--- config.mk ---
export PLATFORM = sky130hd
export DESIGN_NAME = msg_store_flat
export DESIGN_NICKNAME = d
export VERILOG_FILES = /design/src/rtl/msg_store_if.sv /design/src/rtl/msg_store.sv /design/src/flat_wrapper.sv
export SDC_FILE = /design/constraint.sdc
export NUM_CORES = 1
export LEC_CHECK = 0
export BUFFER_PORTS_ARGS = -buffer_cell sky130_fd_sc_hd__buf_2
export CAP_MARGIN = 5
export CORE_MARGIN = 1.5
export CORE_UTILIZATION = 56
export DETAILED_ROUTE_END_ITERATION = 7
export HOLD_SLACK_MARGIN = 0.06
export PLACE_DENSITY_LB_ADDON = 0.2
export SYNTH_ARGS = -nofsm -noshare
export SYNTH_HDL_FRONTEND = slang
export SYNTH_SLANG_ARGS = --single-unit
export TNS_END_PERCENT = 10
--- constraint.sdc ---
create_clock -name clk -period 2.4 [get_ports clk]
set_clock_uncertainty 0.2 [all_clocks]
set_input_delay 0.48 -clock clk [delete_from_list [all_inputs] [get_ports clk]]
set_output_delay 0.48 -clock clk [all_outputs]
set_load 0.03 [all_outputs]
--- src/rtl/msg_store_if.sv ---
// Writer/marquee-facing bundle of msg_store: byte write handshake plus scroll-step read side.
interface msg_store_if #(
    parameter int DEPTH = 32
);
    localparam int ADDR_W = $clog2(DEPTH);

    logic [7:0]      wr_data;
    logic            wr_valid;
    logic            wr_ready;
    logic            wr_ovf;
    logic            rd_next;
    logic [7:0]      rd_char;
    logic            rd_wrap;
    logic [ADDR_W:0] msg_len;

    modport master (
        output wr_data, wr_valid, rd_next,
        input  wr_ready, wr_ovf, rd_char, rd_wrap, msg_len
    );

    modport slave (
        input  wr_data, wr_valid, rd_next,
        output wr_ready, wr_ovf, rd_char, rd_wrap, msg_len
    );
endinterface

--- src/rtl/msg_store.sv ---
// Double-buffered message store: writer fills the pending bank, marquee scrolls the active bank.
// Optional MSG_STORE_DEFAULT_EN preloads " HELLO \n" into the active bank at reset (needs DEPTH >= 8).
module msg_store #(
    parameter int DEPTH = 32
) (
    input  logic        clk,
    input  logic        rst,
    msg_store_if.slave  bus
);
    localparam int ADDR_W = $clog2(DEPTH);
`ifdef MSG_STORE_DEFAULT_EN
    localparam logic [ADDR_W:0] DEF_LEN = (DEPTH >= 8) ? (ADDR_W+1)'(8) : (ADDR_W+1)'(0);
`else
    localparam logic [ADDR_W:0] DEF_LEN = {(ADDR_W+1){1'b0}};
`endif

    typedef enum logic {FILL = 1'b0, HOLD = 1'b1} wstate_t;

    logic [7:0]        mem_r [2][DEPTH];
    wstate_t           state_r, state_s;
    logic [ADDR_W-1:0] wr_ptr_r, rd_ptr_r;
    logic [ADDR_W:0]   pend_len_r, msg_len_r, last_idx_s;
    logic              bank_sel_r, pend_sel_s;
    logic [7:0]        rd_char_r, store_byte_s;
    logic              rd_wrap_r, wr_ovf_r, wr_ready_r;
    logic              accept_s, is_nl_s, last_slot_s, ovf_s, wrap_s, swap_s;

    function automatic logic [7:0] hello_byte(input int idx);
        case (idx)
            0:       hello_byte = 8'h20;
            1:       hello_byte = 8'h48;
            2:       hello_byte = 8'h45;
            3:       hello_byte = 8'h4C;
            4:       hello_byte = 8'h4C;
            5:       hello_byte = 8'h4F;
            6:       hello_byte = 8'h20;
            7:       hello_byte = 8'h0A;
            default: hello_byte = 8'h20;
        endcase
    endfunction

    // Write FSM next state, terminator/overflow handling and read wrap/swap decode
    always_comb begin
        accept_s     = bus.wr_valid && (state_r == FILL);
        is_nl_s      = (bus.wr_data == 8'h0A);
        last_slot_s  = (wr_ptr_r == ADDR_W'(DEPTH - 1));
        pend_sel_s   = ~bank_sel_r;
        store_byte_s = bus.wr_data;
        ovf_s        = 1'b0;
        state_s      = state_r;
        last_idx_s   = msg_len_r - (ADDR_W+1)'(1);
        // An empty active bank wraps on every step, so a pending message is picked up at once.
        wrap_s = bus.rd_next &&
                 ((msg_len_r == {(ADDR_W+1){1'b0}}) || ({1'b0, rd_ptr_r} == last_idx_s));
        swap_s = wrap_s && (state_r == HOLD);
        case (state_r)
            FILL: begin
                if (accept_s && (is_nl_s || last_slot_s)) begin
                    state_s = HOLD;
                    if (!is_nl_s) begin
                        store_byte_s = 8'h0A;
                        ovf_s        = 1'b1;
                    end else begin
                        ovf_s        = 1'b0;
                    end
                end else begin
                    state_s = FILL;
                end
            end
            HOLD: begin
                if (swap_s) begin
                    state_s = FILL;
                end else begin
                    state_s = HOLD;
                end
            end
            default: state_s = FILL;
        endcase
    end

    // Bank storage: pending bank written by the writer, optional greeting preload
    always_ff @(posedge clk) begin
`ifdef MSG_STORE_DEFAULT_EN
        if (rst) begin
            for (int i = 0; i < 8; i++) begin
                if (i < DEPTH) begin
                    mem_r[0][i[ADDR_W-1:0]] <= hello_byte(i);
                end
            end
        end else
`endif
        if (accept_s) begin
            mem_r[pend_sel_s][wr_ptr_r] <= store_byte_s;
        end
    end

    // Control state: write FSM, pointers, bank select and pulse outputs
    always_ff @(posedge clk) begin
        if (rst) begin
            state_r    <= FILL;
            wr_ptr_r   <= {ADDR_W{1'b0}};
            rd_ptr_r   <= {ADDR_W{1'b0}};
            pend_len_r <= {(ADDR_W+1){1'b0}};
            msg_len_r  <= DEF_LEN;
            bank_sel_r <= 1'b0;
            rd_wrap_r  <= 1'b0;
            wr_ovf_r   <= 1'b0;
            wr_ready_r <= 1'b1;
        end else begin
            state_r    <= state_s;
            wr_ready_r <= (state_s == FILL);
            wr_ovf_r   <= ovf_s;
            rd_wrap_r  <= wrap_s;
            if (swap_s) begin
                wr_ptr_r <= {ADDR_W{1'b0}};
            end else if (accept_s) begin
                wr_ptr_r <= wr_ptr_r + ADDR_W'(1);
            end
            if (accept_s) begin
                pend_len_r <= {1'b0, wr_ptr_r} + (ADDR_W+1)'(1);
            end
            if (wrap_s) begin
                rd_ptr_r <= {ADDR_W{1'b0}};
            end else if (bus.rd_next) begin
                rd_ptr_r <= rd_ptr_r + ADDR_W'(1);
            end
            if (swap_s) begin
                bank_sel_r <= ~bank_sel_r;
                msg_len_r  <= pend_len_r;
            end
        end
    end

    // Registered character out of the active bank; blank when nothing is active
    always_ff @(posedge clk) begin
        if (rst) begin
            rd_char_r <= 8'h20;
        end else if (msg_len_r == {(ADDR_W+1){1'b0}}) begin
            rd_char_r <= 8'h20;
        end else begin
            rd_char_r <= mem_r[bank_sel_r][rd_ptr_r];
        end
    end

    assign bus.wr_ready = wr_ready_r;
    assign bus.wr_ovf   = wr_ovf_r;
    assign bus.rd_char  = rd_char_r;
    assign bus.rd_wrap  = rd_wrap_r;
    assign bus.msg_len  = msg_len_r;
endmodule

--- src/flat_wrapper.sv ---
// flat-port wrapper written by rule: the top's interface ports become plain ports
module msg_store_flat 
#(
    parameter int DEPTH = 32
)
  (clk, rst, bus_wr_data, bus_wr_valid, bus_rd_next, bus_wr_ready, bus_wr_ovf, bus_rd_char, bus_rd_wrap, bus_msg_len);
  msg_store_if #(.DEPTH(DEPTH)) bus_i ();
  input  logic clk;
  input  logic rst;
  input wire logic [$bits(bus_i.wr_data)-1:0] bus_wr_data;
  input wire logic [$bits(bus_i.wr_valid)-1:0] bus_wr_valid;
  input wire logic [$bits(bus_i.rd_next)-1:0] bus_rd_next;
  output wire logic [$bits(bus_i.wr_ready)-1:0] bus_wr_ready;
  output wire logic [$bits(bus_i.wr_ovf)-1:0] bus_wr_ovf;
  output wire logic [$bits(bus_i.rd_char)-1:0] bus_rd_char;
  output wire logic [$bits(bus_i.rd_wrap)-1:0] bus_rd_wrap;
  output wire logic [$bits(bus_i.msg_len)-1:0] bus_msg_len;
  assign bus_i.wr_data = bus_wr_data;
  assign bus_i.wr_valid = bus_wr_valid;
  assign bus_i.rd_next = bus_rd_next;
  assign bus_wr_ready = bus_i.wr_ready;
  assign bus_wr_ovf = bus_i.wr_ovf;
  assign bus_rd_char = bus_i.rd_char;
  assign bus_rd_wrap = bus_i.rd_wrap;
  assign bus_msg_len = bus_i.msg_len;
  msg_store #(.DEPTH(DEPTH)) u_core (.clk(clk), .rst(rst), .bus(bus_i));
endmodule
# Word-level counts from Yosys, hierarchy flattened
# Memories as Yosys holds them, arrays and structs flattened. A register that Yosys moved wholly into a read port is not among the register bits.
# Cells that the tools add are included.
[word_totals]
output_inout_bits = 17
word_cells = 55
n_memories = 1
mem_bits_rw = 512
register_bits = 35
[mem_list]
columns = ["name", "depth", "width", "rd", "rd_ports_with_merged_regs", "wr", "line", "source"]
rows = [
  ["u_core.mem_r", 2, 256, 1, 1, 1, "msg_store.sv:19", "logic [7:0] mem_r [2][DEPTH];"],
]
[op_classes]
mux = 16
add_sub_neg = 4
magnitude_cmp = 3
n_reduce_logical = 12
bitwise = 6
eq_ne = 3
[ops]
columns = ["op", "n"]
rows = [
  ["2-to-1 mux 256 bit", 1],
  ["2-to-1 mux 8 bit", 6],
  ["binary-select mux 8 bit (select 5 bit)", 1],
  ["demux 8 bit (select 5 bit)", 1],
  ["greater-or-equal comparator 6 bit, second input constant", 2],
  ["inverter 5 -> 6 bit", 2],
  ["adder 5 x 1 -> 5 bit, second input constant", 2],
  ["== test 8 x 4 -> 1 bit, second input constant", 1],
  ["adder 5 x 1 -> 6 bit, second input constant", 1],
  ["== test 5 x 6 -> 1 bit", 1],
  ["logical NOT 6 bit", 1],
  ["< comparator 6 x 1 -> 1 bit, second input constant", 1],
  ["2-to-1 mux 1 bit", 6],
  ["OR reduction 2 bit", 3],
  ["subtractor 6 x 1 -> 6 bit, second input constant", 1],
  ["== test 5 bit, second input constant", 1],
  ["logical AND 1 bit", 5],
  ["inverter 1 bit", 4],
  ["OR reduction 3 bit", 1],
  ["logical OR 1 bit", 2],
  ["one-hot mux 1 bit (2 select lines)", 1],
]

# Logic depth before layout (Yosys ltp)
[depth]
word_depth = 8
mapped_depth = 9
mapped_depth_nobuf = 8

# Least setup slack after synthesis
# No wires, ideal clock.
[synth_path]
path_type = "register to register"
startpoint = "reg u_core.wr_ptr_r[0]"
endpoint = "mem u_core.mem_r[0][0] (netlist bit) (data pin)"
t_arrival_ns = 2.023
path_stages_with_launch = 6
n_path_buf = 0
required_ns = 1.832
period_less_slack_ns = 2.590
setup_slack_ns = -0.190
cell_sequence = "dfxtp_1 -> ha_1 -> and3_1 -> ha_1 -> nand2_1 -> and2_1"
[synth_between]
elab_chain_len = 5
[synth_rtl]
columns = ["element", "line", "source"]
rows = [
  ["start: declaration", "msg_store.sv:21", "logic [ADDR_W-1:0] wr_ptr_r, rd_ptr_r;"],
  ["start signal: assignment", "msg_store.sv:101", "wr_ptr_r <= {ADDR_W{1'b0}};"],
  ["start signal: assignment", "msg_store.sv:115", "wr_ptr_r <= {ADDR_W{1'b0}};"],
  ["start signal: assignment", "msg_store.sv:117", "wr_ptr_r <= wr_ptr_r + ADDR_W'(1);"],
  ["== test 5 bit", "msg_store.sv:46", "last_slot_s = (wr_ptr_r == ADDR_W'(DEPTH - 1));"],
  ["logical OR 1 bit", "msg_store.sv:58", "if (accept_s && (is_nl_s || last_slot_s)) begin"],
  ["logical AND 1 bit", "msg_store.sv:58", ""],
  ["2-to-1 mux 8 bit", "msg_store.sv:58", ""],
  ["2-to-1 mux 8 bit", "msg_store.sv:56", "case (state_r)"],
  ["net u_core.store_byte_s[0]", "msg_store.sv:24", "logic [7:0] rd_char_r, store_byte_s;"],
  ["end: declaration", "msg_store.sv:19", ""],
]
# The timed path passes the listed nets, and every way through them passes these cells.

==> results by group <==
CTS
  • CTS Root Buffer Type: sky130_fd_sc_hd__clkbuf_16
  • Clock slew at the register clock pins of the worst setup and hold paths: approximately 0.07 ns
  • Number of H-tree branching levels: 2
  • Clock Tree Buf Depth: 3
  • Clock sinks: 548
  • Source-to-sink clock delay at the later pin of the worst-skew pair: 0.59 ns
  • CTS tree: yes
  • Total clock buffers created by CTS: 54

Job
  • Max-cap viol count: 0

Final layout
  • Top library cells by usage in the layout, fill and taps aside: sky130_fd_sc_hd__edfxtp_1, sky130_fd_sc_hd__mux4_2, sky130_fd_sc_hd__buf_4
  • Share of post-route cells with drive strength above 1: a little under two fifths
  • Final std cells w/o fill: roughly 1,800
  • Number of nets in the finished design: 1,248
  • Area overhead of the layout relative to synthesis: 19.6%
  • Antenna cells: 0
  • Most common cell after layout, fill and taps aside: sky130_fd_sc_hd__edfxtp_1

Power and ir drop
  • Portion of total power attributed to sequential cells: 54.5%
  • Switch share: 19.8%
  • Power Density: roughly 750 mW/mm²
  • Relative contribution of combinational cells to total power: 2.7%
  • Leakage Power: 0.00822 µW
  • Cell-internal power: 15,400 µW
  • Clock network fraction of total power: between 40% and 50%
  • Net switching power: around 3800 µW
  • Highest ir drop seen on vdd: 0.732 mV
  • Final Power: 19,200 µW

Hold path
  • Hold-critical path depth: 4
  • Worst-case hold path end point: u_core.bus.wr_ovf
  • Worst min-delay path startpoint: bus_wr_data[2]
  • Type of the most critical hold path: primary input to flop

Drt
  • Final ANT Viol Nets: 0
  • Violation count after the first detailed-routing iteration: between 800 and 900
  • Via density per instance: 6.00
  • Total routed wirelength: between 40 and 50 mm
  • Count of vias placed by the detailed router: 10,700
  • Average wire per standard cell: 26.4 µm
  • Number of remaining DRC errors: 0
  • First-pass iteration count of the detailed router: 5

Worst setup path
  • Worst-path fanout max: 7
  • Launching element type of the critical path: flop
  • Data arrival time of the worst path: roughly 2.9 ns
  • Worst EP required: 2.66 ns
  • Critical path class: flop to flop
  • Setup crit end kind: flop
  • Number of cells on the worst reg-to-reg path: 6
  • FF-to-FF End: u_core.bus.rd_char[0]
  • Largest incremental delay on the critical path: 0.53 ns
  • Slack of the worst reg-to-reg path: -0.19 ns
  • Cell-by-cell trace of the critical path: buf_12, buf_12, mux4_2, mux4_2, a22oi_2, nand2_1
  • Max stage delay cell, worst path: sky130_fd_sc_hd__mux4_2

STA
  • Number of failing hold endpoints at the final stage: 0
  • Final worst-path cycle share: 108%
  • Max-Slew Margin vs Limit: 63.7%
  • RSZ-0062 raised after global routing: true
  • Total setup violations reported at the end of the flow: 8
  • Least setup slack across all paths after layout: -0.189 ns
  • Slew Limit Fails: 0
  • Pin slew with the least headroom to its limit: around 0.54 ns
  • Setup TNS: -1.20 ns
  • Post-route minimum period: 2.59 ns
  • Fmax: 386 MHz

Die
  • Placeable core region: approximately 0.038 mm²
  • Initial cell density of the core: 56.7%
  • Row count: 71
  • Top-Level Pins: 29
  • Die area: 0.0392 mm²
  • Horizontal die dimension: 198 µm
  • Die span in y: roughly 200 µm

GRT
  • Via count of the first global-routing pass: 10,800
  • Largest net degree at the start of global routing: 65
  • Global-route wire length before repair: 69.4 mm
  • Initial antenna violation count: 0
  • GR Overflow Total: 0
  • GRT Overall Usage: 24.9%

Logic synthesis
  • Post-synth EDFFs: 512
  • Area of the mapped netlist: ~0.021 mm²
  • Register area share after synthesis: approximately 76%
  • Synthesized net count: around 1,000
  • Dominant register cell in the synthesized netlist: sky130_fd_sc_hd__edfxtp_1
  • Synthesized netlist cell count: a little over 1,000
  • Distinct cell type count of the synthesized netlist: 43
  • Post-Syn Area per Cell: 21.0 µm²
  • Flip-flop and latch count after synthesis: 548
  • Share of flip-flops with an asynchronous set or reset after synthesis: 0%
  • Synth Warn #: 0

Status
  • Result of the run: finished with violations
  • Failing checks: negative setup slack

Placed design
  • DP Wirelength: approximately 29 mm
  • Count of buffers from port buffering: 28
  • Global placement routability congestion: roughly 0.80
  • Dpl cells: roughly 1,600
synth_stat cells, types with 3 or more instances:
| library cell | n | share of area (%) |
|---|---|---|
| sky130_fd_sc_hd__edfxtp_1 | 512 | 72 |
| sky130_fd_sc_hd__mux4_2 | 156 | 16 |
| sky130_fd_sc_hd__nor2_1 | 85 | 1.5 |
| sky130_fd_sc_hd__dfxtp_1 | 36 | 3.4 |
| sky130_fd_sc_hd__nand2_1 | 26 | 0.46 |
| sky130_fd_sc_hd__clkbuf_1 | 22 | 0.39 |
| sky130_fd_sc_hd__a21oi_1 | 17 | 0.40 |
| sky130_fd_sc_hd__a22oi_1 | 13 | 0.46 |
| sky130_fd_sc_hd__buf_2 | 12 | 0.28 |
| sky130_fd_sc_hd__buf_4 | 12 | 0.42 |
| sky130_fd_sc_hd__a211oi_1 | 10 | 0.35 |
| sky130_fd_sc_hd__nand3b_1 | 9 | 0.32 |
| sky130_fd_sc_hd__buf_1 | 8 | 0.14 |
| sky130_fd_sc_hd__xnor2_1 | 8 | 0.33 |
| sky130_fd_sc_hd__and2_1 | 7 | 0.21 |
| sky130_fd_sc_hd__ha_1 | 7 | 0.41 |
| sky130_fd_sc_hd__inv_1 | 7 | 0.12 |
| sky130_fd_sc_hd__nor3_1 | 7 | 0.16 |
| sky130_fd_sc_hd__o21ai_1 | 7 | 0.16 |
| sky130_fd_sc_hd__nand3_1 | 6 | 0.14 |
| sky130_fd_sc_hd__mux2i_1 | 5 | 0.23 |
| sky130_fd_sc_hd__nor2b_1 | 5 | 0.15 |
| sky130_fd_sc_hd__xor2_1 | 5 | 0.21 |
| sky130_fd_sc_hd__nand2b_1 | 4 | 0.12 |
| sky130_fd_sc_hd__o211ai_1 | 3 | 0.11 |
routing by layer:
metal  track usage [%]  vias to the layer above  share of wire (%)
li1                  -                     4628                  -
met1              34.7                     5601                 40
met3              4.21                       67                7.1
met5                 0                        -                  0
met2              41.2                      401                 51
met4              7.21                        0                2.1
registers in the layout, summed over array words and instances (netlist names), named ones only:
register             cells
u_core.mem_r           512
u_core.bus.rd_char       8
u_core.bus.msg_len       6
u_core.pend_len_r        6
u_core.rd_ptr_r          5
u_core.wr_ptr_r          5
u_core.bank_sel_r        1
u_core.bus.rd_wrap       1
u_core.bus.wr_ovf        1
u_core.bus.wr_ready      1
u_core.state_r           1
cells by family after synthesis:
logic type / count (synthesis) / share of synthesized area (%)
fa+ha+maj: 7 / 0.411
compound gates: 59 / 1.83
xor+xnor: 13 / 0.534
flops: 548 / 75.5
buf+inv: 62 / 1.41
mux: 161 / 16.7
simple gates: 165 / 3.60
stage by stage:
stage          hold slack [ns]  utilization (%)  cell area, µm²  setup WS (ns)
3_3_place_gp             0.246             61.9           23200         -0.460
3_5_place_dp             0.255             61.9           23200         -0.483
4_1_cts                 0.0613             67.2           25200         -0.200
2_1_floorplan            0.236                -           21300         -0.108
6_report                0.0893             67.9           25500         -0.189
5_1_grt                  0.130             67.9           25500         -0.264
critical path: cells and delay by family, from the launching register on:
kind	cells	cell delay, ns
AO/OA/AOI/OAI	1	0.37
buffers and inverters	2	0.30
flip-flops	1	0.42
multiplexers	2	1.05
AND/OR/NAND/NOR	1	0.12
worst max path at each step:
stage / startpoint / end / slack [ns] / cells past startpoint
2_1_floorplan: u_core.wr_ptr_r[2] / u_core.mem_r[0][105] / -0.11 / 5
3_3_place_gp: flop / u_core.bus.rd_char[0] / -0.46 / 6
3_5_place_dp: flop / u_core.bus.rd_char[0] / -0.48 / 6
4_1_cts: flop / u_core.bus.rd_char[4] / -0.20 / 6
5_1_grt: flop / u_core.bus.rd_char[0] / -0.26 / 6
6_report: flop / u_core.bus.rd_char[0] / -0.19 / 6
power groups by stage:
stage	combinational (µW)	clock [µW]	sequential, µW
floorplan	269	0	10700
global placement	496	0	10700
detailed placement	508	0	10700
CTS	520	8320	10500
global route	563	8670	10500
finish	527	8200	10500
timing repair:
item,in CTS,in global routing
gates resized for setup,25,11
buffers inserted,11,17
pin swaps,8,8
endpoints found under the hold margin,4,0
endpoints found under the setup margin,8,18
gates cloned,1,3
hold buffers,5,0
area by class of cell:
cell class	count	area, µm²
clock buffers	67	1460
clock inverters	31	263
fillers	2403	12100
inverters	7	26.3
multi-input cells	405	5030
flip-flops and latches	548	16100
well taps	511	639
repair buffers	213	1970
(Power assumes the default switching activity.)
